$ cat config.mk
export PLATFORM = sky130hd
export DESIGN_NAME = arb4_sched_flat
export DESIGN_NICKNAME = d
export VERILOG_FILES = /design/src/rtl/arb4_sched_if.sv /design/src/rtl/arb4_sched.sv /design/src/flat_wrapper.sv
export SDC_FILE = /design/constraint.sdc
export NUM_CORES = 1
export LEC_CHECK = 0
export CORE_MARGIN = 2
export CORE_UTILIZATION = 35
export DETAILED_ROUTE_END_ITERATION = 10
export GPL_TIMING_DRIVEN = 1
export PLACE_DENSITY_LB_ADDON = 0.2
export SLEW_MARGIN = 10
export SYNTH_ARGS = -nofsm -noshare
export SYNTH_HDL_FRONTEND = slang
export SYNTH_SLANG_ARGS = --single-unit
$ cat constraint.sdc
create_clock -name clk -period 1.7 [get_ports clk]
set_clock_uncertainty 0.15 [all_clocks]
set_input_delay 0.17 -clock clk [delete_from_list [all_inputs] [get_ports clk]]
set_output_delay 0.17 -clock clk [all_outputs]
set_load 0.1 [all_outputs]
$ cat src/rtl/arb4_sched_if.sv
// Request/grant bundle for the four-way arbiter.
// The master side drives requests; the slave (arbiter) side returns grants.
interface arb4_sched_if;
  logic [3:0] req;
  logic [3:0] gnt;
  logic [1:0] gnt_idx;
  logic       gnt_valid;
  logic       timeout;

  modport master (
    output req,
    input  gnt, gnt_idx, gnt_valid, timeout
  );

  modport slave (
    input  req,
    output gnt, gnt_idx, gnt_valid, timeout
  );
endinterface

$ cat src/rtl/arb4_sched.sv
// Four-requester arbiter with a hold limit and a guaranteed dead cycle between grants.
// Define ROUND_ROBIN_EN for rotating priority; otherwise req[3] has the highest priority.
module arb4_sched #(
  parameter int MAX_HOLD = 16
) (
  input  logic         clk,
  input  logic         rst,
  arb4_sched_if.slave  bus
);

  localparam int            CW       = $clog2(MAX_HOLD + 1);
  localparam logic [CW-1:0] HOLD_MAX = CW'(MAX_HOLD);

  typedef enum logic {IDLE, GRANT} state_t;

  state_t        state_q, state_d;
  logic [3:0]    gnt_q, gnt_d;
  logic [1:0]    idx_q, idx_d;
  logic          valid_q, valid_d;
  logic          timeout_q, timeout_d;
  logic [CW-1:0] hold_q, hold_d;

  logic          win_found;
  logic [1:0]    win_idx;

`ifdef ROUND_ROBIN_EN
  logic [1:0]    ptr_q, ptr_d;
  logic [3:0]    req_rot;
  logic [1:0]    rot_pos;

  // Rotate so the pointer position sits at bit 0, then take the lowest set bit.
  always_comb begin
    req_rot   = 4'({bus.req, bus.req} >> ptr_q);
    rot_pos   = 2'd0;
    for (int i = 3; i >= 0; i--) begin
      if (req_rot[i]) rot_pos = 2'(i);
    end
    win_found = |bus.req;
    win_idx   = ptr_q + rot_pos;
  end
`else
  always_comb begin
    win_idx = 2'd0;
    for (int i = 0; i < 4; i++) begin
      if (bus.req[i]) win_idx = 2'(i);
    end
    win_found = |bus.req;
  end
`endif

  always_comb begin
    state_d   = state_q;
    gnt_d     = gnt_q;
    idx_d     = idx_q;
    valid_d   = valid_q;
    hold_d    = hold_q;
    timeout_d = 1'b0;
`ifdef ROUND_ROBIN_EN
    ptr_d     = ptr_q;
`endif
    case (state_q)
      IDLE: begin
        gnt_d   = 4'b0000;
        idx_d   = 2'd0;
        valid_d = 1'b0;
        hold_d  = '0;
        if (win_found) begin
          state_d = GRANT;
          gnt_d   = 4'b0001 << win_idx;
          idx_d   = win_idx;
          valid_d = 1'b1;
          hold_d  = CW'(1);
        end
      end
      GRANT: begin
        if (!bus.req[idx_q] || hold_q == HOLD_MAX) begin
          // An owner dropping on the limit cycle counts as a normal release.
          timeout_d = bus.req[idx_q];
          state_d   = IDLE;
          gnt_d     = 4'b0000;
          idx_d     = 2'd0;
          valid_d   = 1'b0;
          hold_d    = '0;
`ifdef ROUND_ROBIN_EN
          ptr_d     = idx_q + 2'd1;
`endif
        end else begin
          hold_d = hold_q + CW'(1);
        end
      end
      default: begin
        state_d = IDLE;
        gnt_d   = 4'b0000;
        idx_d   = 2'd0;
        valid_d = 1'b0;
        hold_d  = '0;
      end
    endcase
  end

  always_ff @(posedge clk or posedge rst) begin
    if (rst) begin
      state_q   <= IDLE;
      gnt_q     <= 4'b0000;
      idx_q     <= 2'd0;
      valid_q   <= 1'b0;
      timeout_q <= 1'b0;
      hold_q    <= '0;
`ifdef ROUND_ROBIN_EN
      ptr_q     <= 2'd0;
`endif
    end else begin
      state_q   <= state_d;
      gnt_q     <= gnt_d;
      idx_q     <= idx_d;
      valid_q   <= valid_d;
      timeout_q <= timeout_d;
      hold_q    <= hold_d;
`ifdef ROUND_ROBIN_EN
      ptr_q     <= ptr_d;
`endif
    end
  end

  assign bus.gnt       = gnt_q;
  assign bus.gnt_idx   = idx_q;
  assign bus.gnt_valid = valid_q;
  assign bus.timeout   = timeout_q;

endmodule
$ cat src/flat_wrapper.sv
// flat-port wrapper written by rule: the top's interface ports become plain ports
module arb4_sched_flat 
#(
  parameter int MAX_HOLD = 16
)
  (clk, rst, bus_req, bus_gnt, bus_gnt_idx, bus_gnt_valid, bus_timeout);
  arb4_sched_if bus_i ();
  input  logic clk;
  input  logic rst;
  input wire logic [$bits(bus_i.req)-1:0] bus_req;
  output wire logic [$bits(bus_i.gnt)-1:0] bus_gnt;
  output wire logic [$bits(bus_i.gnt_idx)-1:0] bus_gnt_idx;
  output wire logic [$bits(bus_i.gnt_valid)-1:0] bus_gnt_valid;
  output wire logic [$bits(bus_i.timeout)-1:0] bus_timeout;
  assign bus_i.req = bus_req;
  assign bus_gnt = bus_i.gnt;
  assign bus_gnt_idx = bus_i.gnt_idx;
  assign bus_gnt_valid = bus_i.gnt_valid;
  assign bus_timeout = bus_i.timeout;
  arb4_sched #(.MAX_HOLD(MAX_HOLD)) u_core (.clk(clk), .rst(rst), .bus(bus_i));
endmodule
# --- Yosys cells after proc, flatten, opt, wreduce, memory -nomap -nowiden ---
# Index checks and enable logic that the tools add are counted.
op_classes:
  n_addsub: 1
  order_cmp: 1
  n_eq_ne: 2
  n_shift: 1
  muxes: 21
  bitwise: 1
  reduce_logical: 3
ops:
  columns: ["op", "count"]
  rows:
  - ["one-hot mux 5 bit (2 select lines)", 1]
  - ["2-to-1 mux 1 bit", 8]
  - ["2-to-1 mux 2 bit", 4]
  - ["2-to-1 mux 4 bit", 2]
  - ["one-hot mux 4 bit (2 select lines)", 1]
  - ["adder 5 x 1 -> 5 bit (second input constant)", 1]
  - ["equality test 5 bit (second input constant)", 1]
  - ["2-to-1 mux 5 bit", 1]
  - ["one-hot mux 1 bit (2 select lines)", 2]
  - ["one-hot mux 2 bit (2 select lines)", 1]
  - ["OR reduction 4 bit", 1]
  - ["left shift 1 x 2 -> 4 bit (first input constant)", 1]
  - ["less-than comparator 2 x 3 -> 1 bit (second input constant)", 1]
  - ["binary-select mux 1 bit (select 2 bit)", 1]
  - ["!= test 2 bit (second input constant)", 1]
  - ["zero test 1 bit", 1]
  - ["logical OR 1 bit", 1]
  - ["NOT 1 bit", 1]
totals:
  register_bits: 14
  inputBits: 6
  out_inout_bits: 8
  elab_cells: 36

# --- Logic depth before layout (Yosys ltp) ---
logic_depth:
  ltp_word: 6
  mapped_depth: 5
  ltp_nobuf: 5

# --- Worst setup path after synthesis ---
# OpenSTA, ideal clock, no wires.
synth_timing:
  path_kind: "register -> register"
  startpoint: "reg u_core.idx_q[0] (netlist: u_core.bus.gnt_idx[0])"
  endpoint: "reg u_core.gnt_q[1] (netlist: u_core.bus.gnt[1])"
  setup_ns: 0.122
  arrival_ns: 1.972
  required_ns: 1.428
  setup_slack_ns: -0.545
  path_stages_with_launch: 4
  path_buffers: 0
  period_less_slack_ns: 2.245
  path_cell_list: "dfrtp_1 mux4_2 and2_4 a32o_1"
synth_via:
  elab_chain_len: 5
synth_rtl:
  columns: ["element", "line_no", "rtl"]
  rows:
  - ["start, declared", "arb4_sched.sv:18", "logic [1:0] idx_q, idx_d;"]
  - ["start signal, assigned", "arb4_sched.sv:115", "idx_q <= idx_d;"]
  - ["binary-select mux 1 bit (select 2 bit)", "arb4_sched.sv:76", "if (!bus.req[idx_q] || hold_q == HOLD_MAX) begin"]
  - ["2-to-1 mux 1 bit (implied by the code)", "arb4_sched.sv:76", null]
  - ["zero test 1 bit", "arb4_sched.sv:76", null]
  - ["logical OR 1 bit", "arb4_sched.sv:76", null]
  - ["!= test 2 bit (no line)", null, null]
  - ["end signal, assigned", "arb4_sched.sv:114", "gnt_q <= gnt_d;"]
  - ["end, declared", "arb4_sched.sv:17", "logic [3:0] gnt_q, gnt_d;"]
# No other way between the ends. The select of a mux whose other input is x is not followed.
# A chain may end at the register's enable or synchronous reset.

# --- Worst setup path after layout ---
layout_timing:
  startpoint: "reg u_core.idx_q[0] (netlist: u_core.bus.gnt_idx[0])"
  endpoint: "reg u_core.gnt_q[0] (netlist: u_core.bus.gnt[0])"
# Same word-level chain as after synthesis.

==> run_results.csv <==
group,metric,value,unit
worst_setup_path,r2r_cells,3,
timing,setup_viol,0,
grt,grt_pass1_wl,2235,um
floorplan,fp-row-count,15,
clock_tree,clock_latency,0.28,ns
worst_setup_path,cp_data_arrival_time,1.66,ns
grt,grt_overflow,0,
power_and_ir_drop,powerDensity,1931,nW/um^2
clock_tree,tritoncts,"yes",
timing,finalHoldViolCount,0,
run,drv_cap,0,
min_path,hp-class,"in2async",
worst_setup_path,rrSetupSlack,0.06,ns
final_layout,most-common-layout-cells,"dfrtp_1 (12), buf_12 (8), nor2_1 (6), buf_4 (6)",
clock_tree,post_cts_buffers,0,
timing,fin_crit_sh,96.56,%
route,vias_per_cell,4.712,
final_layout,layout_commonest_cell,"dfrtp_1",
clock_tree,hold_buffers,0,
synthesis,ys_ff_latch,14,
synthesis,synth_edf_count,0,
power_and_ir_drop,leakage,0.4358,nW
grt,grt_usage,14.73,%
synthesis,yosysWarningCount,0,
grt,grt_max_degree,15,
clock_tree,cts-root-buf,"clkbuf_4",
route,drt_iter0_drc,4,
floorplan,core-area,1727,sq um
timing,layout_setup_ws,0.05850,ns
worst_setup_path,required,1.72,ns
worst_setup_path,worstSetupStartpointType,"flop",
final_layout,postLayoutCellArea,965.9,sq um
synthesis,yosys_most_used_dff,"dfrtp_1",
clock_tree,numCtsBuffers,3,
timing,fmax,609.2,MHz
worst_setup_path,r2r-start,"u_core.bus.gnt_idx[0]$_DFFE_PP0P_",
floorplan,dieArea,2193,sq um
floorplan,die_h,46.83,um
synthesis,syn-num-nets,65,
synthesis,syn_area,641.9,sq um
final_layout,drive_gt1_share,30.38,%
synthesis,synthCells,57,
worst_setup_path,r2r_end,"u_core.bus.gnt[0]$_DFFE_PP0P_",
floorplan,pin_count,14,
final_layout,nFillCells,154,
route,dr.pass1.iters,4,
worst_setup_path,crit_fanout,6,
clock_tree,clockBufferDepth,2,
worst_setup_path,worstSetupPathType,"reg2reg",
final_layout,nNetsFinal,88,
power_and_ir_drop,irDropWorstVdd,1293,uV
place,placedCellCount,100,
place,io_buffers,13,
place,routabilityCongestion,0.7296,
synthesis,ys_async_sr_fraction,100.0,%
route,route.detailed.drc,0,
synthesis,synth_seq_area_share,54.58,%
timing,slew_headroom,66.33,%
place,place_area,929.6,sq um
final_layout,area_growth,50.49,%
final_layout,instances_no_fill,104,
floorplan,die_x,46.83,um
worst_setup_path,critPathCaptureType,"flop",
route,ant_nets,0,
final_layout,n_antenna_cell,0,
grt,antenna_found_initial,0,
timing,rsz0062_at_grt,"no",
place,dp_hpwl,948.2,um
grt,grt_pass1_vias,506,
route,detail_route.wl_per_cell,12.17,um
floorplan,initial_utilization,37.17,%
synthesis,avgSynthCellArea,11.26,sq um
outcome,status,"completed",
synthesis,yosys.cell_types.count,20,
timing,worstMarginPinSlew,0.5046,ns
timing,tns,0,ns
place,pre_cts_slack,-0.1240,ns
clock_tree,clkSinkCount,14,
clock_tree,cts_resized,0,
route,vias,490,
clock_tree,htreeDepth,1,
route,routed_wl,1266,um
timing,drv_slew,0,
timing,fin_crit,1.641,ns
clock_tree,clk_pin_slew_worst_paths,0.09,ns
per-stage QoR:
stage / utilization [%] / hold slack, ns / total power [W]
2_1_floorplan: - / -0.09083 / 0.001221
3_3_place_gp: 53.84 / 0.3646 / 0.001622
3_5_place_dp: 53.84 / 0.3798 / 0.001635
4_1_cts: 55.94 / 0.07763 / 0.001881
5_1_grt: 55.94 / 0.1540 / 0.001962
6_report: 55.94 / 0.05761 / 0.001865
sequential cells by signal, indices dropped and copies added (netlist names):
name	cells
u_core.bus.timeout	1
u_core.bus.gnt	4
u_core.hold_q	5
u_core.bus.gnt_idx	2
u_core.state_q	1
u_core.bus.gnt_valid	1
cells in the mapped netlist (all sizes together), types with 2 or more instances:
cell type   n  area [sq um]
and3        2         12.51
nand3       4         20.02
xor2        2         17.52
nor2b       4         25.02
o21ai       4         20.02
a31o        2         17.52
dfrtp      14         350.3
a32o        3         30.03
nor2        6         22.52
ha          2         25.02
inv         5         18.77
area by class of cell:
class	count	area [sq um]	share of cell area, %
flip-flops and latches	14	355.3	36.79
multi-input cells	37	269.0	27.85
repair buffers	19	255.2	26.42
clock buffers	4	36.28	3.756
well taps	25	31.28	3.238
inverters	5	18.77	1.943
worst max-delay path, cell delays in order, from the launching register on:
cell and delay [ns]:
dfrtp_4 0.42, mux4_2 0.53, and2_4 0.18, a32o_1 0.25
kinds of logic after synthesis:
family                     Yosys count  synth area share, %
and+or+nand+nor                     21                18.52
DFF                                 14                54.58
AOI/OAI and AO/OA                   10                11.89
buffers and inverters                6                3.509
xor gates and xnor gates             3                4.094
adders and majority gates            2                3.898
muxes                                1                3.509
per-layer routing:
metal,track usage [%],share of wire (%),vias to the layer above
met5,0,0,-
met4,8.333,0.95,0
met3,2.308,3.1,2
met2,22.19,49,8
met1,20.19,47,234
li1,-,-,246
worst max path at each step:
| stage | start | endpoint | slack [ns] |
|---|---|---|---|
| 3_5_place_dp | bus_req[3] | u_core.bus.gnt[0]$_DFFE_PP0P_ | -0.12 |
| 6_report | u_core.bus.gnt_idx[0]$_DFFE_PP0P_ | u_core.bus.gnt[0]$_DFFE_PP0P_ | 0.06 |
| 5_1_grt | u_core.bus.gnt_idx[0]$_DFFE_PP0P_ | u_core.bus.gnt[0]$_DFFE_PP0P_ | 0.007 |
| 3_3_place_gp | bus_req[3] | u_core.bus.gnt[0]$_DFFE_PP0P_ | -0.09 |
| 2_1_floorplan | u_core.bus.gnt_idx[0]$_DFFE_PP0P_ | u_core.bus.gnt[0]$_DFFE_PP0P_ | -0.15 |
| 4_1_cts | u_core.bus.gnt_idx[0]$_DFFE_PP0P_ | u_core.bus.gnt_idx[1]$_DFFE_PP0P_ | 0.05 |
where the power goes:
part	internal (W)	switching, W	total (W)
sequential	0.000442	0.000139	0.000581
clock	0.000130	0.000114	0.000244
combinational	0.000412	0.000628	0.00104
total	0.000985	0.000881	0.00187
(Power assumes the default switching activity.)
